File: src/rtl/fifo_pkg.sv
// Shared definitions for the queue blocks: read-mode encodings and the
// occupancy-counter width helper.
package fifo_pkg;

    localparam int unsigned FIFO_MODE_REG  = 0;
    localparam int unsigned FIFO_MODE_FWFT = 1;

    // Enough bits to hold every value 0..depth inclusive.
    function automatic int unsigned count_width(input int unsigned depth);
        return $clog2(depth + 1);
    endfunction

endpackage

File: src/rtl/sync_fifo_flags_if.sv
// Push/pop handshake, data and status bundle of sync_fifo_flags.
// The master drives requests; the slave (the FIFO) returns data and flags.
interface sync_fifo_flags_if
    import fifo_pkg::*;
#(
    parameter int unsigned bitWidth    = 32,
    parameter int unsigned nrOfEntries = 16
) ();

    localparam int unsigned CountWidth = count_width(nrOfEntries);

    logic                  push;
    logic [bitWidth-1:0]   pushData;
    logic                  pop;
    logic [bitWidth-1:0]   popData;
    logic                  popValid;
    logic                  full;
    logic                  empty;
    logic                  almostFull;
    logic                  almostEmpty;
    logic [CountWidth-1:0] count;
    logic                  overflow;
    logic                  underflow;

    modport master (
        output push, pushData, pop,
        input  popData, popValid, full, empty, almostFull, almostEmpty, count,
               overflow, underflow
    );

    modport slave (
        input  push, pushData, pop,
        output popData, popValid, full, empty, almostFull, almostEmpty, count,
               overflow, underflow
    );

endinterface

File: src/rtl/fifo_wrap_pointer.sv
// Modulo-LIMIT up-counter with synchronous reset and enable; wraps from
// LIMIT-1 to 0 so FIFO depths need not be powers of two.
module fifo_wrap_pointer #(
    parameter int unsigned WIDTH = 4,
    parameter int unsigned LIMIT = 16
) (
    input  logic             clock,
    input  logic             reset,
    input  logic             enable,
    output logic [WIDTH-1:0] value
);

    logic [WIDTH-1:0] value_q, value_d;

    always_comb begin
        value_d = value_q;
        if (enable) begin
            value_d = (value_q == WIDTH'(LIMIT - 1)) ? '0 : value_q + WIDTH'(1);
        end
    end

    always_ff @(posedge clock) begin
        if (reset) begin
            value_q <= '0;
        end else begin
            value_q <= value_d;
        end
    end

    assign value = value_q;

endmodule

File: src/rtl/sync_fifo_flags.sv
// Single-clock FIFO using every entry, with occupancy count, almost-full/empty
// thresholds, overflow/underflow pulses and a FWFT or registered read port.
module sync_fifo_flags
    import fifo_pkg::*;
#(
    parameter int unsigned nrOfEntries      = 16,
    parameter int unsigned bitWidth         = 32,
    parameter int unsigned almostFullLevel  = 12,
    parameter int unsigned almostEmptyLevel = 4,
    parameter int unsigned fwftMode         = 1
) (
    input logic               clock,
    input logic               reset,
    sync_fifo_flags_if.slave  bus
);

    localparam int unsigned PtrWidth   = $clog2(nrOfEntries);
    localparam int unsigned CountWidth = count_width(nrOfEntries);

    if (nrOfEntries < 2 || bitWidth < 1 || almostFullLevel < 1 ||
        almostFullLevel > nrOfEntries || almostEmptyLevel > nrOfEntries - 1 ||
        (fwftMode != FIFO_MODE_REG && fwftMode != FIFO_MODE_FWFT)) begin : gen_param_check
        $fatal(1, "sync_fifo_flags: illegal parameter combination");
    end

    logic                  push_acc, pop_acc;
    logic                  full, empty;
    logic [PtrWidth-1:0]   wr_ptr, rd_ptr;
    logic [CountWidth-1:0] count_q, count_d;
    logic [bitWidth-1:0]   mem_q [nrOfEntries];
    logic [bitWidth-1:0]   pop_data_q;
    logic                  pop_valid_q, overflow_q, underflow_q;

    assign full     = count_q == CountWidth'(nrOfEntries);
    assign empty    = count_q == '0;
    assign pop_acc  = bus.pop && !empty;
    // A pop in the same cycle frees the head slot, so a full FIFO still takes the push.
    assign push_acc = bus.push && (!full || pop_acc);

    fifo_wrap_pointer #(
        .WIDTH (PtrWidth),
        .LIMIT (nrOfEntries)
    ) u_wr_ptr (
        .clock  (clock),
        .reset  (reset),
        .enable (push_acc),
        .value  (wr_ptr)
    );

    fifo_wrap_pointer #(
        .WIDTH (PtrWidth),
        .LIMIT (nrOfEntries)
    ) u_rd_ptr (
        .clock  (clock),
        .reset  (reset),
        .enable (pop_acc),
        .value  (rd_ptr)
    );

    always_comb begin
        count_d = count_q;
        unique case ({push_acc, pop_acc})
            2'b10:   count_d = count_q + CountWidth'(1);
            2'b01:   count_d = count_q - CountWidth'(1);
            default: count_d = count_q;
        endcase
    end

    always_ff @(posedge clock) begin
        if (reset) begin
            count_q     <= '0;
            pop_data_q  <= '0;
            pop_valid_q <= 1'b0;
            overflow_q  <= 1'b0;
            underflow_q <= 1'b0;
        end else begin
            count_q     <= count_d;
            pop_valid_q <= pop_acc;
            overflow_q  <= bus.push && !push_acc;
            underflow_q <= bus.pop && !pop_acc;
            if (pop_acc) begin
                pop_data_q <= mem_q[rd_ptr];
            end
        end
    end

    // Storage is not reset; only occupied entries are ever read.
    always_ff @(posedge clock) begin
        if (!reset && push_acc) begin
            mem_q[wr_ptr] <= bus.pushData;
        end
    end

    assign bus.popData     = (fwftMode == FIFO_MODE_FWFT) ? (empty ? '0 : mem_q[rd_ptr])
                                                          : pop_data_q;
    assign bus.popValid    = (fwftMode == FIFO_MODE_FWFT) ? !empty : pop_valid_q;
    assign bus.full        = full;
    assign bus.empty       = empty;
    assign bus.almostFull  = count_q >= CountWidth'(almostFullLevel);
    assign bus.almostEmpty = count_q <= CountWidth'(almostEmptyLevel);
    assign bus.count       = count_q;
    assign bus.overflow    = overflow_q;
    assign bus.underflow   = underflow_q;

endmodule

File: src/flat_wrapper.sv
// flat-port wrapper written by rule: the top's interface ports become plain ports
module sync_fifo_flags_flat import fifo_pkg::*;
#(
    parameter int unsigned nrOfEntries      = 16,
    parameter int unsigned bitWidth         = 32,
    parameter int unsigned almostFullLevel  = 12,
    parameter int unsigned almostEmptyLevel = 4,
    parameter int unsigned fwftMode         = 1
)
  (clock, reset, bus_push, bus_pushData, bus_pop, bus_popData, bus_popValid, bus_full, bus_empty, bus_almostFull, bus_almostEmpty, bus_count, bus_overflow, bus_underflow);
  sync_fifo_flags_if #(.bitWidth(bitWidth), .nrOfEntries(nrOfEntries)) bus_i ();
  input logic clock;
  input logic reset;
  input wire logic [$bits(bus_i.push)-1:0] bus_push;
  input wire logic [$bits(bus_i.pushData)-1:0] bus_pushData;
  input wire logic [$bits(bus_i.pop)-1:0] bus_pop;
  output wire logic [$bits(bus_i.popData)-1:0] bus_popData;
  output wire logic [$bits(bus_i.popValid)-1:0] bus_popValid;
  output wire logic [$bits(bus_i.full)-1:0] bus_full;
  output wire logic [$bits(bus_i.empty)-1:0] bus_empty;
  output wire logic [$bits(bus_i.almostFull)-1:0] bus_almostFull;
  output wire logic [$bits(bus_i.almostEmpty)-1:0] bus_almostEmpty;
  output wire logic [$bits(bus_i.count)-1:0] bus_count;
  output wire logic [$bits(bus_i.overflow)-1:0] bus_overflow;
  output wire logic [$bits(bus_i.underflow)-1:0] bus_underflow;
  assign bus_i.push = bus_push;
  assign bus_i.pushData = bus_pushData;
  assign bus_i.pop = bus_pop;
  assign bus_popData = bus_i.popData;
  assign bus_popValid = bus_i.popValid;
  assign bus_full = bus_i.full;
  assign bus_empty = bus_i.empty;
  assign bus_almostFull = bus_i.almostFull;
  assign bus_almostEmpty = bus_i.almostEmpty;
  assign bus_count = bus_i.count;
  assign bus_overflow = bus_i.overflow;
  assign bus_underflow = bus_i.underflow;
  sync_fifo_flags #(.nrOfEntries(nrOfEntries), .bitWidth(bitWidth), .almostFullLevel(almostFullLevel), .almostEmptyLevel(almostEmptyLevel), .fwftMode(fwftMode)) u_core (.clock(clock), .reset(reset), .bus(bus_i));
endmodule
File: config.mk
export PLATFORM = sky130hd
export DESIGN_NAME = sync_fifo_flags_flat
export DESIGN_NICKNAME = d
export VERILOG_FILES = /design/src/rtl/fifo_pkg.sv /design/src/rtl/sync_fifo_flags_if.sv /design/src/rtl/fifo_wrap_pointer.sv /design/src/rtl/sync_fifo_flags.sv /design/src/flat_wrapper.sv
export SDC_FILE = /design/constraint.sdc
export NUM_CORES = 1
export LEC_CHECK = 0
export BUFFER_PORTS_ARGS = -buffer_cell sky130_fd_sc_hd__buf_2
export CAP_MARGIN = 20
export CORE_MARGIN = 2
export CORE_UTILIZATION = 35
export DETAILED_ROUTE_END_ITERATION = 7
export SETUP_SLACK_MARGIN = 0.1
export SYNTH_ARGS = -nofsm -noshare
export SYNTH_HDL_FRONTEND = slang
export SYNTH_SLANG_ARGS = --single-unit
File: constraint.sdc
create_clock -name clock -period 12.45 [get_ports clock]
set_input_delay 3.1125 -clock clock [delete_from_list [all_inputs] [get_ports clock]]
set_output_delay 3.1125 -clock clock [all_outputs]
set_load 0.01 [all_outputs]
==> flow_summary_export.csv <==
group,metric,value,unit
cts,ctsRootBufferMaster,"clkbuf_16",
floorplanning,die_w,246,µm
cts,cts_tree,"built",
global_routing,grt_overflow,0,
global_routing,grt_pass1_vias,10100,
sta,fmax,0.142,GHz
global_routing,grt_antenna_before_repair,6,
cts,holdBufCountCts,0,
cts,clk_latency,610,ps
yosys,syn_area,20500,µm²
floorplanning,io_pins,80,
layout,fin_nets,1072,
sta,final-setup-viol-count,0,
flow_run,drv_cap,0,
yosys,syn_inst,916,
power,ir_drop,111,µV
run_status,status,"finished clean",
global_routing,grt_first_pass_wirelength,65400,µm
worst_setup_path,start_kind,"flip-flop",
drt,drtPass1Iterations,4,
yosys,async_reset_ff_frac,0,
floorplanning,start_util,0.355,
floorplanning,die_area,60600,µm²
cts,cts_buffers,53,
worst_setup_path,crit_fanout,40,
global_routing,grt_usage,0.146,
drt,wl_per_cell,23.8,µm
power,cellLeakagePower,7.37,nW
sta,slew_viol_final,0,
yosys,yosys_warnings,0,
floorplanning,rows,88,
layout,layout_commonest_cell,"edfxtp_1",
cts,clock_path_buffers,3,
yosys,ys_seq_elements,531,
sta,final_hold_viol_count,0,
placed_design,hpwlAfterDp,22000,µm
sta,tightest_slew,1090,ps
cts,cts_sinks,531,
global_routing,use_met1,0.199,
worst_setup_path,crit_required,9340,ps
yosys,syn_nets,961,
sta,slew_headroom,0.272,
layout,area_delta_synth_final,15.1,%
cts,ctsResizeCount,0,
global_routing,grtUsageMet2,0.239,
yosys,synthDistinctLibCells,45,
layout,finish.instance_area,23700,µm²
yosys,synth_edf_count,512,
worst_setup_path,critPathKind,"reg -> out",
cts,clkSlewWorstSetupHoldPaths,60,ps
drt,viasPerCell,5.23,
drt,totalWireLength,43700,µm
sta,tns,0,ps
sta,layout_worst_path_cycle_share,0.566,
layout,drive_above_1_share,0.337,
cts,post_cts_buffers,0,
global_routing,use_met3,0.0306,
drt,dr.first_iter.drc_count,860,
placed_design,gp_congestion,0.711,
sta,hold_ws,509,ps
floorplanning,core,57800,µm²
yosys,ys.flop_type,"edfxtp_1",
worst_setup_path,r2r_start,"u_core.bus.count[4]",
hold_path,hp-start,"u_core.u_rd_ptr.value[3]",
hold_path,min_path_type,"reg -> reg",
worst_setup_path,cp-end-kind,"primary output",
power,p_per_area,183,nW/µm²
sta,final.setup_skew,27.0,ps
layout,layout_common_cells,"edfxtp_1, mux4_2, buf_2, clkbuf_16",
placed_design,port_buffers,79,
sta,rsz0062_at_grt,"no",
drt,drc,0,
worst_setup_path,rrSetupSlack,9650,ps
placed_design,dpl-instance-area,22000,µm²
drt,ant_nets,0,
cts,h-tree-depth,2,
yosys,syn_area_per_cell,22.4,µm²
sta,min_period,7050,ps
floorplanning,die_y,246,µm
drt,vias,9577,
global_routing,grt-busiest-layer,"met2",
global_routing,grt_max_degree,129,
worst_setup_path,worstPathArrival,3940,ps
yosys,yosysSeqAreaShare,0.767,
-- kinds of logic after synthesis --
kind of cell    synth area share
flops                      0.767
mux                        0.159
simple gates              0.0268
compound gates            0.0264
buf+inv                   0.0133
fa+ha+maj                0.00585
xor+xnor                 0.00128
-- sequential cells by signal (all words and copies together) (netlist names), named ones only --
register               cells
u_core.mem_q             512
u_core.u_rd_ptr.value      4
u_core.bus.underflow       1
u_core.bus.count           5
u_core.u_wr_ptr.value      4
u_core.bus.overflow        1
-- metrics by stage --
step | total power, W | setup WS, ps | util | std cells
3_5_place_dp | 0.00285 | 5910 | 0.380 | 1736
6_report | 0.00432 | 5400 | 0.409 | 1832
4_1_cts | 0.00438 | 5260 | 0.409 | 1829
5_1_grt | 0.00450 | 5090 | 0.409 | 1831
3_3_place_gp | 0.00284 | 5950 | 0.380 | 1736
2_1_floorplan | 0.00259 | 5230 | - | 916
-- Yosys cell counts, drive strengths merged (2+ instances only) --
library cell	n	area (µm²)
nand2	10	37.5
mux4	128	2880
o21a	2	15.0
clkbuf	18	67.6
edfxtp	512	15400
nor3b	5	37.5
mux2i	3	30.0
nor2	19	87.6
o211ai	3	22.5
dfxtp	19	380
mux2	32	360
inv	6	22.5
nor3	9	45.0
xor2	3	26.3
nand2b	5	31.3
a211oi	2	15.0
nand3	4	20.0
a21oi	9	45.0
buf	28	183
a311o	2	20.0
ha	8	100
nor2b	20	125
and2b	14	105
a221o	32	320
a31oi	2	12.5
o21ai	6	41.3
-- where the power goes --
part / total, W / leakage [nW] / internal (W) / switching, W
logic: 0.000768 / 1.79 / 0.000366 / 0.000402
clock network: 0.00153 / 0.811 / 0.000876 / 0.000655
registers: 0.00202 / 4.77 / 0.00198 / 0.0000331
total: 0.00432 / 7.37 / 0.00323 / 0.00109
-- worst paths after layout --
| path | depth (start not counted) | endpoint |
|---|---|---|
| min | 2 | flip-flop |
| max | 6 | bus_popData[4] |
| max reg2reg | 5 | u_core.mem_q[14][15] |
| min reg2reg | 2 | flip-flop |
-- layout make-up --
class / count / area (µm²)
multi-input combinational: 333 / 4640
timing repair buffer: 102 / 601
sequential: 531 / 15800
fill: 5031 / 34200
clock inverter: 30 / 275
antenna: 2 / 5.00
inverter: 6 / 22.5
tap: 765 / 957
clock buffer: 63 / 1390
-- layer usage --
metal,routed length (µm),part of all wire
met2,21500,0.49
met5,40,0.00092
met1,19000,0.44
met4,720,0.016
met3,2380,0.055
-- worst max-delay path, cell delays in order, from the launching register on --
cell and delay (ps):
dfxtp_4 580, buf_4 670, buf_4 690, mux4_2 580, nor2b_1 140, a221o_1 370
buf_2 180
(Power assumes the default switching activity.)
